<file path="src/rtl/timestep_seq_pkg.sv">
// timestep_seq_pkg: shared state encoding and default step count for the timestep sequencer.
package timestep_seq_pkg;
    localparam int NSTEPS_DEFAULT = 11;
    localparam logic [0:0] S_IDLE = 1'b0;
    localparam logic [0:0] S_RUN  = 1'b1;
endpackage

</file>
<file path="src/rtl/timestep_seq_step_dec.sv">
// step_dec: binary step index to one-hot decode, bit 0 on the MSB side; out-of-range indices give all zeros.
module step_dec #(
    parameter int N = 11,
    parameter int W = $clog2(N)
) (
    input  logic [W-1:0] idx_i,
    output logic [0:N-1] t_o
);
    for (genvar k = 0; k < N; k++) begin : g_dec
        assign t_o[k] = idx_i == W'(k);
    end
endmodule

</file>
<file path="src/rtl/timestep_seq.sv">
// timestep_seq: control timestep counter that runs 0..LastQ per instruction, with stall,
// early clear and a one-cycle Done pulse on completion.
module timestep_seq
    import timestep_seq_pkg::*;
#(
    parameter int NSTEPS = NSTEPS_DEFAULT,
    parameter int CW     = $clog2(NSTEPS)
) (
    input  logic          clk_i,
    input  logic          rst_i,
    input  logic          run_i,
    input  logic [CW-1:0] last_i,
    input  logic          stall_i,
    input  logic          clr_i,
    output logic [CW-1:0] count_o,
    output logic [0:NSTEPS-1] t_o,
    output logic          busy_o,
    output logic          done_o
);
    logic [0:0]    state_q, state_d;
    logic [CW-1:0] count_q, count_d;
    logic [CW-1:0] last_q, last_d;
    logic          done_q, done_d;
    logic [CW-1:0] last_lim;
    // Clamp the requested final step so Count can never leave the decode range.
    assign last_lim = last_i > CW'(NSTEPS - 1) ? CW'(NSTEPS - 1) : last_i;
    always_comb begin
        state_d = state_q;
        count_d = count_q;
        last_d  = last_q;
        done_d  = 1'b0;
        if (state_q == S_IDLE) begin
            if (run_i && !clr_i) begin
                last_d = last_lim;
                if (last_lim == '0) begin
                    done_d = 1'b1;
                end else begin
                    state_d = S_RUN;
                    count_d = CW'(1);
                end
            end
        end else if (clr_i || (!stall_i && count_q == last_q)) begin
            state_d = S_IDLE;
            count_d = '0;
            done_d  = 1'b1;
        end else if (!stall_i) begin
            count_d = count_q + CW'(1);
        end
    end
    always_ff @(posedge clk_i) begin
        if (rst_i) begin
            state_q <= S_IDLE;
            count_q <= '0;
            last_q  <= '0;
            done_q  <= 1'b0;
        end else begin
            state_q <= state_d;
            count_q <= count_d;
            last_q  <= last_d;
            done_q  <= done_d;
        end
    end
    assign count_o = count_q;
    assign busy_o  = state_q == S_RUN;
    assign done_o  = done_q;
    step_dec #(.N(NSTEPS), .W(CW)) u_dec (
        .idx_i(count_q),
        .t_o  (t_o)
    );
endmodule

</file>
<file path="config.mk">
export PLATFORM = sky130hd
export DESIGN_NAME = timestep_seq
export DESIGN_NICKNAME = d
export VERILOG_FILES = /design/src/rtl/timestep_seq_pkg.sv /design/src/rtl/timestep_seq_step_dec.sv /design/src/rtl/timestep_seq.sv
export SDC_FILE = /design/constraint.sdc
export NUM_CORES = 1
export LEC_CHECK = 0
export CAP_MARGIN = 40
export CORE_MARGIN = 2
export CORE_UTILIZATION = 43
export CTS_CLUSTER_SIZE = 28
export DETAILED_ROUTE_END_ITERATION = 7
export GPL_ROUTABILITY_DRIVEN = 1
export PLACE_DENSITY = 0.79
export SYNTH_ARGS = -nofsm -noshare
export SYNTH_HDL_FRONTEND = slang
export SYNTH_HIERARCHICAL = 1
export SYNTH_SLANG_ARGS = --single-unit
</file>
<file path="constraint.sdc">
create_clock -name clk_i -period 1.6 [get_ports clk_i]
set_input_delay 0.32 -clock clk_i [delete_from_list [all_inputs] [get_ports clk_i]]
set_output_delay 0.32 -clock clk_i [all_outputs]
set_load 0.01 [all_outputs]
</file>
Word-level counts from Yosys, hierarchy flattened
Cells that the tools add are included.

storage, ports and cells
  output and inout bits = 17
  input bits = 9
  logic and storage cells = 44
  bits in registers = 10

operators by class
  reductions and logical operators = 10
  $lt $le $gt $ge = 1
  eq/ne operators = 13
  bitwise logic cells = 1
  mux-type cells = 14
  add/subtract/negate cells = 1

operators with widths
  cell                 count
  $mux 4               6
  $eq 4x3->1 const B   4
  $eq 4x4->1 const B   3
  $eq 4x2->1 const B   2
  $logic_not 4->1      2
  $mux 1               8
  $add 4x1->4 const B  1
  $eq 4x1->1 const B   1
  $eq 4x4->1           1
  $gt 4x4->1 const B   1
  $ne 3x2->1 const B   1
  $reduce_and 3->1     1
  $logic_and 1x1->1    2
  $logic_not 1->1      2
  $ne 2x2->1 const B   1
  $reduce_and 2->1     1
  $reduce_bool 2->1    1
  $logic_or 1x1->1     1
  $not 1->1            1

Depth between registers and ports, before layout
Gate-level depths: netlist of the first run.

  depth in word-level cells = 6
  mapped depth = 5
  mapped depth without buffers = 5

Modules after synthesis
The synthesis of the first run kept the hierarchy.

by module, submodules not included
  module        area each (um^2)  cells each  instances  seq. area each (um^2)
  timestep_seq  531.8             58          1          200.2
  step_dec      191.4             15          1          0.0

Least setup slack after synthesis of the first run
OpenSTA, ideal clock, no wires.

  kind = register to register
  from = register count_q[0], in the netlist count_o[0]
  to = register count_q[2], in the netlist count_o[2]
  setup slack = 0.114 ns
  setup time = 0.117 ns
  data arrival time = 1.369 ns
  data required time = 1.483 ns
  cell stages (with the launch flop) = 6
  path buffers = 0
  path through = dfxtp_1 xnor2_2 nand3_2 o31ai_4 o22ai_1 a22o_1

on the way
  cells in the longest elaborated chain, start to end = 5
  elaborated cells on any way between the ends = 9
  classes of those cells = add/sub: 1; eq/ne: 2; mux: 3; reduce/logical: 3

RTL lines
  what                                                                 RTL line            text
  from (decl)                                                          timestep_seq.sv:21  logic [CW-1:0] count_q, count_d;
  from (signal assigned)                                               timestep_seq.sv:58  count_q <= count_d;
  parallel branches: the longest is 5 deep, another holds $add 4x1->4  --

Several ways; the timed one is not identified. The select of a mux whose other input is x is not followed.
A chain may end at the register's enable or synchronous reset.

Final worst setup path of the first run
  from = register count_q[3], in the netlist count_o[3]
  to = output port t_o[5] in the netlist's numbering

on the way
  cells in the longest elaborated chain, start to end = 1

RTL lines
  what        RTL line                     text
  $eq 4x3->1  timestep_seq_step_dec.sv:10  assign t_o[k] = idx_i == W'(k);
  to (decl)   timestep_seq.sv:16           output logic [0:NSTEPS-1] t_o,

Every way passes these cells.

==> Flow_metrics.wiki, run 1 <==
{| class="wikitable"
! Metric !! Value
|-
| Critical Setup Path Class || reg -> out
|-
| Transition at the pin with the smallest max-transition slack || 0.3610 ns
|-
| Total Neg Setup Slack || -0.02421 ns
|-
| Final cell count without fillers || 141
|-
| Endpoint class of the critical path || output port
|-
| Final setup violation count || 1
|-
| Number of flops mapped to enable cells by yosys || 0
|-
| Post-synthesis cell area || 723.2 um2
|-
| Final Hold Viols || 0
|-
| Final Max Slew Viols || 0
|-
| Yosys warning total || 6
|-
| Data arrival, critical path || 1.30 ns
|-
| Final HPWL DP || 1467 um
|-
| Cell leakage power || 0.5314 nW
|-
| Post-detailed-routing wire length || 1977 um
|-
| Largest cells by area after synthesis || sky130_fd_sc_hd__dfxtp_1, sky130_fd_sc_hd__nor4b_2, sky130_fd_sc_hd__and4bb_2
|-
| Routed met3 length || 89 um
|-
| Wire length of the first global-routing pass || 3415 um
|-
| Violated checks || negative setup slack
|-
| Post-synthesis sequential area ratio || 27.68%
|-
| Flops & latches, synth || 10
|-
| Maximum clock frequency || 615.7 MHz
|-
| Minimum hold slack || 0.4752 ns
|-
| Sequential cell area in the final layout || 214.0 um2
|-
| Antenna violations before repair || 0
|-
| RSZ-0062 raised after global routing || yes
|-
| Full die area || 2026 um2
|-
| Vias post-DR || 770
|-
| Clock tree from TritonCTS || built
|-
| Row cnt || 14
|-
| Routed metal-1 wirelength || 743 um
|-
| Clock latency on the worst-skew pair || 0.27 ns
|-
| Fillers || 116
|-
| Worst EP required || 1.28 ns
|-
| Fraction of final layout cells sized beyond drive strength 1 || 52.00%
|-
| Bufs on Longest Clock Path || 2
|-
| Layout Utilization || 76.70%
|-
| ANT cells || 0
|-
| Max IR drop VDD || 0.0006926 V
|-
| Post-synth ARST share || 0%
|-
| Die height || 45.01 um
|-
| PwrDens || 562.2 nW/um2
|-
| Detailed-routing iteration count for the pre-antenna-repair pass || 4
|-
| Biggest fanout along the worst timing path || 7
|-
| Post-route cell area || 1182 um2
|-
| Average cell area after synthesis || 9.907 um2
|-
| Hold WC Path Type || reg -> reg
|-
| Max_slew headroom || 75.85%
|-
| Predominant post-synthesis flop cell || sky130_fd_sc_hd__dfxtp_1
|-
| Root Buffer Master || sky130_fd_sc_hd__clkbuf_4
|-
| Area after detailed placement || 1106 um2
|-
| # nets final || 136
|-
| Most frequent cell after synthesis || sky130_fd_sc_hd__dfxtp_1
|-
| Post-synth top area share || 27.68%
|-
| Syn Inst Count || 73
|-
| # H-tree levels || 1
|-
| Placer congestion estimate || 0.7878
|-
| Initial DRC count || 12
|-
| Area of combinational cells with multiple inputs || 496.7 um2
|-
| Mean routed wirelength per cell || 14.02 um
|-
| Met2 routed WL || 1082 um
|-
| Die Width || 45.01 um
|-
| Minimum setup slack in the final design || -0.02421 ns
|-
| Most used standard cells in the synthesized netlist || sky130_fd_sc_hd__dfxtp_1, sky130_fd_sc_hd__nand2_1, sky130_fd_sc_hd__a21oi_1
|-
| Core Region || 1541 um2
|-
| Num CTS Buffers || 3
|-
| Post-DRT Antenna Nets || 0
|-
| Count of unresolved DRC violations after routing || 0
|-
| Starting density of the core || 46.92%
|-
| Clock tree sinks || 10
|-
| Status || finished, violations left
|-
| Overflow left after global routing || 0
|-
| Period utilisation layout || 101.5%
|-
| Max-cap violations || 0
|-
| Number of I/O port buffers || 25
|-
| Number of distinct library cells after synthesis || 34
|-
| Gr usage total || 22.78%
|-
| Number of cells after detailed placement || 129
|-
| Clock slew seen by the registers of the worst setup and hold paths || 0.07 ns
|-
| Number of global-route vias before repair || 757
|-
| Area grow syn2layout || 63.49%
|-
| IO Pins || 26
|-
| Dominant cell type by area after synthesis || sky130_fd_sc_hd__dfxtp_1
|-
| CP startpoint kind || flop
|-
| Net count after synthesis || 83
|-
| Max Clock Skew || 0.01412 ns
|-
| Maximum number of pins on one net before global-route repair || 11
|-
| Highest metal layer with signal wires || met4
|-
| Min cycle time layout || 1.624 ns
|-
| Via density per instance || 5.461
|}
==> what timing repair did <==
item	in CTS	in global routing
hold buffers	0	0
hold endpoints to repair	0	0
pin swaps	2	1
gates resized for setup	33	16
buffers inserted	6	2
setup endpoints to repair	21	12
==> metrics by stage <==
stage,setup WS (ns),power (W)
floorplan,0.1139,0.0003431
global placement,-0.2092,0.0004165
detailed placement,-0.2737,0.0004225
CTS,-0.01683,0.0006449
global route,-0.06560,0.0006863
finish,-0.02421,0.0006647
==> flip-flops by register name, summed over array words and instances, names as in the netlist <==
signal	cells
done_o	1
busy_o	1
last_q	4
count_o	4
==> kinds of logic (layout without fill, tap and decap cells) <==
| kind of cell | after synthesis | in the layout | share of synthesized area [%] |
|---|---|---|---|
| AO/OA/AOI/OAI | 19 | 19 | 18.51 |
| XOR/XNOR | 4 | 4 | 6.921 |
| adder cells (fa/ha/maj) | 1 | 1 | 1.730 |
| buffers and inverters | 7 | 59 | 6.228 |
| flip-flops | 10 | 10 | 27.68 |
| AND/OR/NAND/NOR | 32 | 32 | 38.93 |
==> final cells by class <==
| cell class | count | share of cell area [%] |
|---|---|---|
| multi-input cells | 56 | 42.01 |
| repair buffers | 53 | 34.50 |
| flip-flops and latches | 10 | 18.10 |
| clock buffers | 4 | 3.069 |
| well taps | 16 | 1.693 |
| inverters | 2 | 0.6349 |
==> power breakdown <==
group	leakage [nW]	switching, W	total, W	internal, W
Combinational	0.426	0.0000679	0.000157	0.0000894
Sequential	0.0846	0.0000134	0.000269	0.000255
Clock	0.0210	0.000101	0.000239	0.000138
==> critical path, cell delays in order, from the launching register on <==
cell                            delay, ns
sky130_fd_sc_hd__dfxtp_2             0.39
sky130_fd_sc_hd__buf_4               0.15
sky130_fd_sc_hd__and4bb_2            0.23
sky130_fd_sc_hd__dlygate4sd2_1       0.28
==> final timing paths <==
path	from	end	cells past startpoint	slack [ns]
setup / recovery	count_o[3]$_SDFFE_PP0P_	t_o[5]	3	-0.02
hold / removal	last_q[3]$_SDFFE_PP0P_	last_q[3]$_SDFFE_PP0P_	2	0.48
setup reg to reg	count_o[3]$_SDFFE_PP0P_	count_o[3]$_SDFFE_PP0P_	6	0.03
hold reg to reg	last_q[3]$_SDFFE_PP0P_	last_q[3]$_SDFFE_PP0P_	2	0.48
==> per-layer routing <==
metal | global-route usage (%) | up-vias
met5 | 0 | -
met4 | 7.647 | 0
met3 | 2.800 | 8
met2 | 44.29 | 29
met1 | 24.88 | 352
li1 | - | 381
==> cell usage in the layout (no fill, tap or decap), types with 2 or more instances in the layout <==
cell type and instances:
sky130_fd_sc_hd__o21ai_0 3, sky130_fd_sc_hd__clkbuf_4 3, sky130_fd_sc_hd__a22o_1 2, sky130_fd_sc_hd__a21oi_1 6
sky130_fd_sc_hd__dlygate4sd2_1 6, sky130_fd_sc_hd__nor4_2 2, sky130_fd_sc_hd__dfxtp_2 2, sky130_fd_sc_hd__nor2_1 2
sky130_fd_sc_hd__nor4b_2 4, sky130_fd_sc_hd__inv_1 2, sky130_fd_sc_hd__nor2b_1 2, sky130_fd_sc_hd__dfxtp_4 3
sky130_fd_sc_hd__and4bb_2 4, sky130_fd_sc_hd__buf_4 28, sky130_fd_sc_hd__dfxtp_1 5, sky130_fd_sc_hd__xnor2_2 2
sky130_fd_sc_hd__clkdlybuf4s50_1 10, sky130_fd_sc_hd__buf_2 4, sky130_fd_sc_hd__o32ai_1 2, sky130_fd_sc_hd__o22ai_1 2
sky130_fd_sc_hd__clkbuf_2 5, sky130_fd_sc_hd__nand2_1 8
No activity file was read; power rests on OpenSTA's default activity.
==> inputs of run 2 (changes only) <==
CTS_CLUSTER_DIAMETER = 80   (was not set)
==> results of run 2 <==
No change in the layout: final DEF, timing and power equal those of run 1.
==> inputs of run 3 (changes only) <==
CORE_UTILIZATION = 45   (was 43)
CTS_BUF_LIST = sky130_fd_sc_hd__clkbuf_2   (was not set)
PLACE_DENSITY = 0.82   (was 0.79)
==> run 3 against run 2 <==
The run still ends with negative setup slack left. Largest cell class unchanged. Routed wire length is 31% higher. Global-route usage shrank 0.76 points. Clock power fell by 38%. Critical endpoint is now done_o$_SDFF_PP0_. Maximum frequency shrank 1.7%. Cell count grew 2.1%. Design area increased by 12%. Register-to-register slack worse by 0.08 ns. Non-clock buffer count rose by 3. Flip-flop and latch count stayed put. Worst setup slack got worse by 0.028 ns. Hold slack better by 0.014 ns.
==> Flow_metrics.wiki, run 3 (same netlist as run 1, synthesis figures left out) <==
{| class="wikitable"
! Metric !! Value
|-
| Status || finished, violations left
|-
| Violated checks || negative setup slack
|-
| Clock tree from TritonCTS || built
|-
| Overflow left after global routing || 0
|-
| Minimum hold slack || 0.4896 ns
|-
| Most common library cell in the layout ignoring fill and taps || sky130_fd_sc_hd__buf_4
|-
| Full die area || 1944 um2
|-
| # H-tree levels || 1
|-
| Period utilisation layout || 103.3%
|-
| Mean routed wirelength per cell || 18.01 um
|-
| Post-cts hold buffer count || 0
|-
| Clock tree sinks || 10
|-
| Post-DRT Antenna Nets || 0
|-
| Num CTS Buffers || 3
|-
| Root Buffer Master || sky130_fd_sc_hd__clkbuf_2
|-
| Max-cap violations || 0
|-
| Number of global-route vias before repair || 706
|-
| Initial DRC count || 17
|-
| Minimum setup slack in the final design || -0.05220 ns
|-
| Leading cell types in the layout, fill and taps excluded || sky130_fd_sc_hd__buf_4, sky130_fd_sc_hd__clkdlybuf4s50_1, sky130_fd_sc_hd__buf_2
|-
| ANT cells || 0
|-
| Maximum clock frequency || 605.3 MHz
|-
| Starting density of the core || 48.01%
|-
| Max IR drop VDD || 0.0004811 V
|-
| Post-detailed-routing wire length || 2594 um
|-
| Antenna violations before repair || 0
|-
| Detailed-routing iteration count for the pre-antenna-repair pass || 4
|-
| Transition at the pin with the smallest max-transition slack || 0.3379 ns
|-
| Die Width || 44.09 um
|-
| Clock slew seen by the registers of the worst setup and hold paths || 0.12 ns
|-
| Hold WC Path Type || reg -> reg
|-
| Placement Setup Slack || -0.2520 ns
|-
| CP startpoint kind || flop
|-
| Data arrival, critical path || 1.83 ns
|-
| Fraction of final layout cells sized beyond drive strength 1 || 54.69%
|-
| Final cell count without fillers || 144
|-
| Placer congestion estimate || 0.7709
|-
| Area grow syn2layout || 82.35%
|-
| Final HPWL DP || 1370 um
|-
| Via density per instance || 5.799
|-
| Core Region || 1506 um2
|-
| RSZ-0062 raised after global routing || yes
|-
| Row cnt || 14
|-
| Worst EP required || 1.78 ns
|-
| Bufs on Longest Clock Path || 2
|-
| Max_slew headroom || 77.40%
|-
| Critical Setup Path Class || reg -> reg
|-
| Gr usage total || 22.02%
|-
| # nets final || 139
|-
| Number of cells after detailed placement || 129
|-
| Cell leakage power || 0.5781 nW
|-
| Biggest fanout along the worst timing path || 5
|-
| Clock latency on the worst-skew pair || 0.27 ns
|-
| Min cycle time layout || 1.652 ns
|-
| Final Hold Viols || 0
|-
| Count of unresolved DRC violations after routing || 0
|-
| PwrDens || 465.0 nW/um2
|-
| Number of I/O port buffers || 25
|-
| Wire length of the first global-routing pass || 3077 um
|-
| Maximum number of pins on one net before global-route repair || 11
|-
| Endpoint class of the critical path || flop
|-
| Final setup violation count || 4
|-
| IO Pins || 26
|-
| Vias post-DR || 835
|-
| Max Clock Skew || 0.02400 ns
|-
| Final Max Slew Viols || 0
|-
| Die height || 44.09 um
|}
[run 3: changes by cell type in the layout (fill, tap and decap cells not counted), sizes merged]
cell / before / now
dlygate4sd2: 6 / 5
clkdlybuf4s50: 10 / 9
clkbuf: 9 / 3
buf: 32 / 41
dlymetal6s2s: 0 / 1
clkinv: 0 / 1
[run 3: path summary, 6_finish.rpt]
check / slack [ns] / cells past startpoint / to / from
hold / removal: 0.49 / 2 / last_q[2]$_SDFFE_PP0P_ / last_q[2]$_SDFFE_PP0P_
setup reg to reg: -0.05 / 8 / done_o$_SDFF_PP0_ / count_o[1]$_SDFFE_PP0P_
setup / recovery: -0.05 / 8 / done_o$_SDFF_PP0_ / count_o[1]$_SDFFE_PP0P_
hold reg to reg: 0.49 / 2 / last_q[2]$_SDFFE_PP0P_ / last_q[2]$_SDFFE_PP0P_
[run 3: power breakdown]
part | switching (W) | internal [W]
clock | 0.0000925 | 0.0000543
sequential | 0.0000153 | 0.000255
combinational | 0.0000897 | 0.000106
total | 0.000197 | 0.000416
[run 3: area by class of cell]
type,count,area [um2]
fillers,73,187.7
clock buffers,3,15.01
flip-flops and latches,10,214.0
clock inverters,1,3.754
well taps,16,20.02
repair buffers,56,483.0
inverters,2,7.507
multi-input cells,56,575.6
[run 3: timing repair]
item	4_1_cts	5_1_grt
hold endpoints to repair	0	0
setup buffers	6	5
setup endpoints to repair	21	9
pin swaps	7	6
resized for setup	55	19
[run 3: per-stage QoR]
stage	setup TNS (ns)	utilization (%)	total power (W)	cell area, um2
2_1_floorplan	0	-	0.0003431	723.2
3_3_place_gp	-1.346	73.42	0.0004157	1106
3_5_place_dp	-2.075	73.42	0.0004192	1106
4_1_cts	0	76.99	0.0005705	1160
5_1_grt	-0.6578	87.54	0.0006423	1319
6_report	-0.1039	87.54	0.0006133	1319
[run 3: worst max-delay path, stage by stage (launching register included)]
cell and delay, ns:
sky130_fd_sc_hd__dfxtp_2 0.35, sky130_fd_sc_hd__buf_6 0.12, sky130_fd_sc_hd__buf_6 0.13, sky130_fd_sc_hd__xnor2_4 0.15, sky130_fd_sc_hd__nand3_4 0.11, sky130_fd_sc_hd__buf_4 0.15, sky130_fd_sc_hd__nor3_1 0.26, sky130_fd_sc_hd__o21ai_0 0.13
sky130_fd_sc_hd__a21oi_1 0.16
[run 3: per-layer routing]
| layer | wire length [um] | up-vias | share of wire (%) | track usage [%] |
|---|---|---|---|---|
| met5 | 0 | - | 0 | 0 |
| met4 | 76 | 0 | 2.9 | 7.273 |
| met3 | 154 | 10 | 5.9 | 8.980 |
| met2 | 1372 | 40 | 53 | 39.71 |
| met1 | 990 | 399 | 38 | 23.02 |
| li1 | - | 386 | - | - |
==> patch (settings of run 2) <==
Set the package constant `NSTEPS_DEFAULT` to 12 (it was 11).
--- a/src/rtl/timestep_seq_pkg.sv
+++ b/src/rtl/timestep_seq_pkg.sv
@@ -2,3 +2,3 @@
 package timestep_seq_pkg;
-    localparam int NSTEPS_DEFAULT = 11;
+    localparam int NSTEPS_DEFAULT = 12;
     localparam logic [0:0] S_IDLE = 1'b0;
Interface: changed (resized t_o); port bits go from 26 to 27. The function was not compared with the original's and may differ.
==> patch against run 2 <==
- total power shrank 9.0%
- critical path depth is the same
- final area decreased by 1.6%
- area after synthesis unchanged
- setup slack improved by 68 ps
- count of clock-buffer cells in the layout shrank 1
- sequential cell count stayed put
- routed wire length down 8.9%
- critical path type unchanged
- largest cell class unchanged
- highest routed layer unchanged
==> patch: results (changes against run 2) <==
[metrics] type of the tightest min-delay check: reg -> reg (unchanged)
[metrics] CP max stage cell: sky130_fd_sc_hd__dfxtp_4 (was sky130_fd_sc_hd__dfxtp_2)
[metrics] startpoint of the worst-slack reg-to-reg timing path: count_o[1] (was count_o[3])
[metrics] overall routed net length: 1800 um (was 1980 um)
[metrics] multi-input combinational area share: 43.8% (was 42.0%)
[metrics] Vias per Instance: 5.64 (was 5.46)
[metrics] quantity of I/O buffers inserted on ports: 26 (was 25)
[metrics] Synth Net Count: 85 (was 83)
[metrics] dominant cells by area after synthesis: sky130_fd_sc_hd__dfxtp_1 (28%), sky130_fd_sc_hd__and4bb_2 (8.7%), sky130_fd_sc_hd__nor4b_2 (8.3%) (was sky130_fd_sc_hd__dfxtp_1 (28%), sky130_fd_sc_hd__nor4b_2 (8.3%), sky130_fd_sc_hd__and4bb_2 (6.9%))
[metrics] maximum number of pins on one net before global-route repair: 13 (was 11)
[metrics] Worst Hold Path EP: last_q[2] (was last_q[3])
[metrics] worst supply voltage drop on vdd: 389 uV (was 693 uV)
[metrics] Rel. slew slack: 74.2% (was 75.8%)
[metrics] first element of the critical path: count_o[2] (was count_o[3])
[metrics] HPWL reported at the end of detailed placement: 1240 um (was 1470 um)
[metrics] drt first-iter violations: 9 (was 12)
[metrics] portion of the layout cell area used by clock cells: 1.94% (was 3.07%)
[metrics] critical path peak fanout: 9 (was 7)
[metrics] area share of buffers outside the clock network: 33.4% (was 34.5%)
[metrics] GRT Resource Usage Total: 20.4% (was 22.8%)
[metrics] CP arrival: 1240 ps (was 1300 ps)
[metrics] CTS resizes: 43 (was 33)
[metrics] Storage cell area: 215 um^2 (was 214 um^2)
[metrics] net count reported at finish: 133 (was 136)
[metrics] largest incremental delay on the critical path: 360 ps (was 390 ps)
[metrics] xor/xnor share of the synthesized area: 4.84% (was 6.92%)
[metrics] Commonest cells post-synth: sky130_fd_sc_hd__dfxtp_1 (10), sky130_fd_sc_hd__nor2_1 (7) (was sky130_fd_sc_hd__dfxtp_1 (10), sky130_fd_sc_hd__nand2_1 (8), sky130_fd_sc_hd__a21oi_1 (6))
[metrics] multi-input gates: 58 (was 56)
[metrics] non-clock buffer instance count of the final layout: 48 (was 53)
[metrics] Met1 Routed Length: 735 um (was 743 um)
[metrics] count of distinct cell types in the synthesized netlist: 30 (was 34)
[metrics] met3 wire length: 112 um (was 89 um)
[metrics] vias in the first global route: 732 (was 757)
[metrics] placed inst area: 0.00107 mm^2 (was 0.00111 mm^2)
[metrics] Detail Route met2 WL: 931 um (was 1080 um)
[metrics] placement row count: 14 (unchanged)
[metrics] origin of the worst min-delay path: last_q[2] (was last_q[3])
[metrics] CP endpoint: t_o[11] (was t_o[5])
[metrics] status: finished, final reports clean (was finished, violations left)
[metrics] ratio of cells with drive above 1 in the final layout: 45.5% (was 52.0%)
[metrics] number of inserted filler cells in the final layout: 119 (was 116)
[metrics] number of clock buffer instances in the layout: 3 (was 4)
[metrics] met3 GRT Util: 3.60% (was 2.80%)
## patch: cell count changes after synthesis, sizes merged, moves of 2 or more
| cell | before | now |
|---|---|---|
| o22ai | 2 | 0 |
| o2111ai | 0 | 5 |
| a31oi | 0 | 2 |
| o32ai | 2 | 0 |
| nor2 | 2 | 7 |
| nand2 | 8 | 5 |
| o21ai | 4 | 1 |
## patch: stage by stage
step	utilization, %	std cells	setup slack (ps)	hold WS (ps)	power [mW]
final	75.5	137	44.3	485	0.605
after global routing	75.5	137	-11.0	515	0.631
after CTS	76.4	136	-9.43	488	0.594
after detailed placement	69.5	127	-329	480	0.426
after global placement	69.5	127	-298	472	0.422
after floorplan	-	75	167	458	0.353
## patch: report_power, final
group / switching (mW) / internal (mW) / total [mW]
combinational: 0.0810 / 0.0884 / 0.169
clock: 0.0852 / 0.0870 / 0.172
sequential: 0.00865 / 0.255 / 0.263
total: 0.175 / 0.430 / 0.605
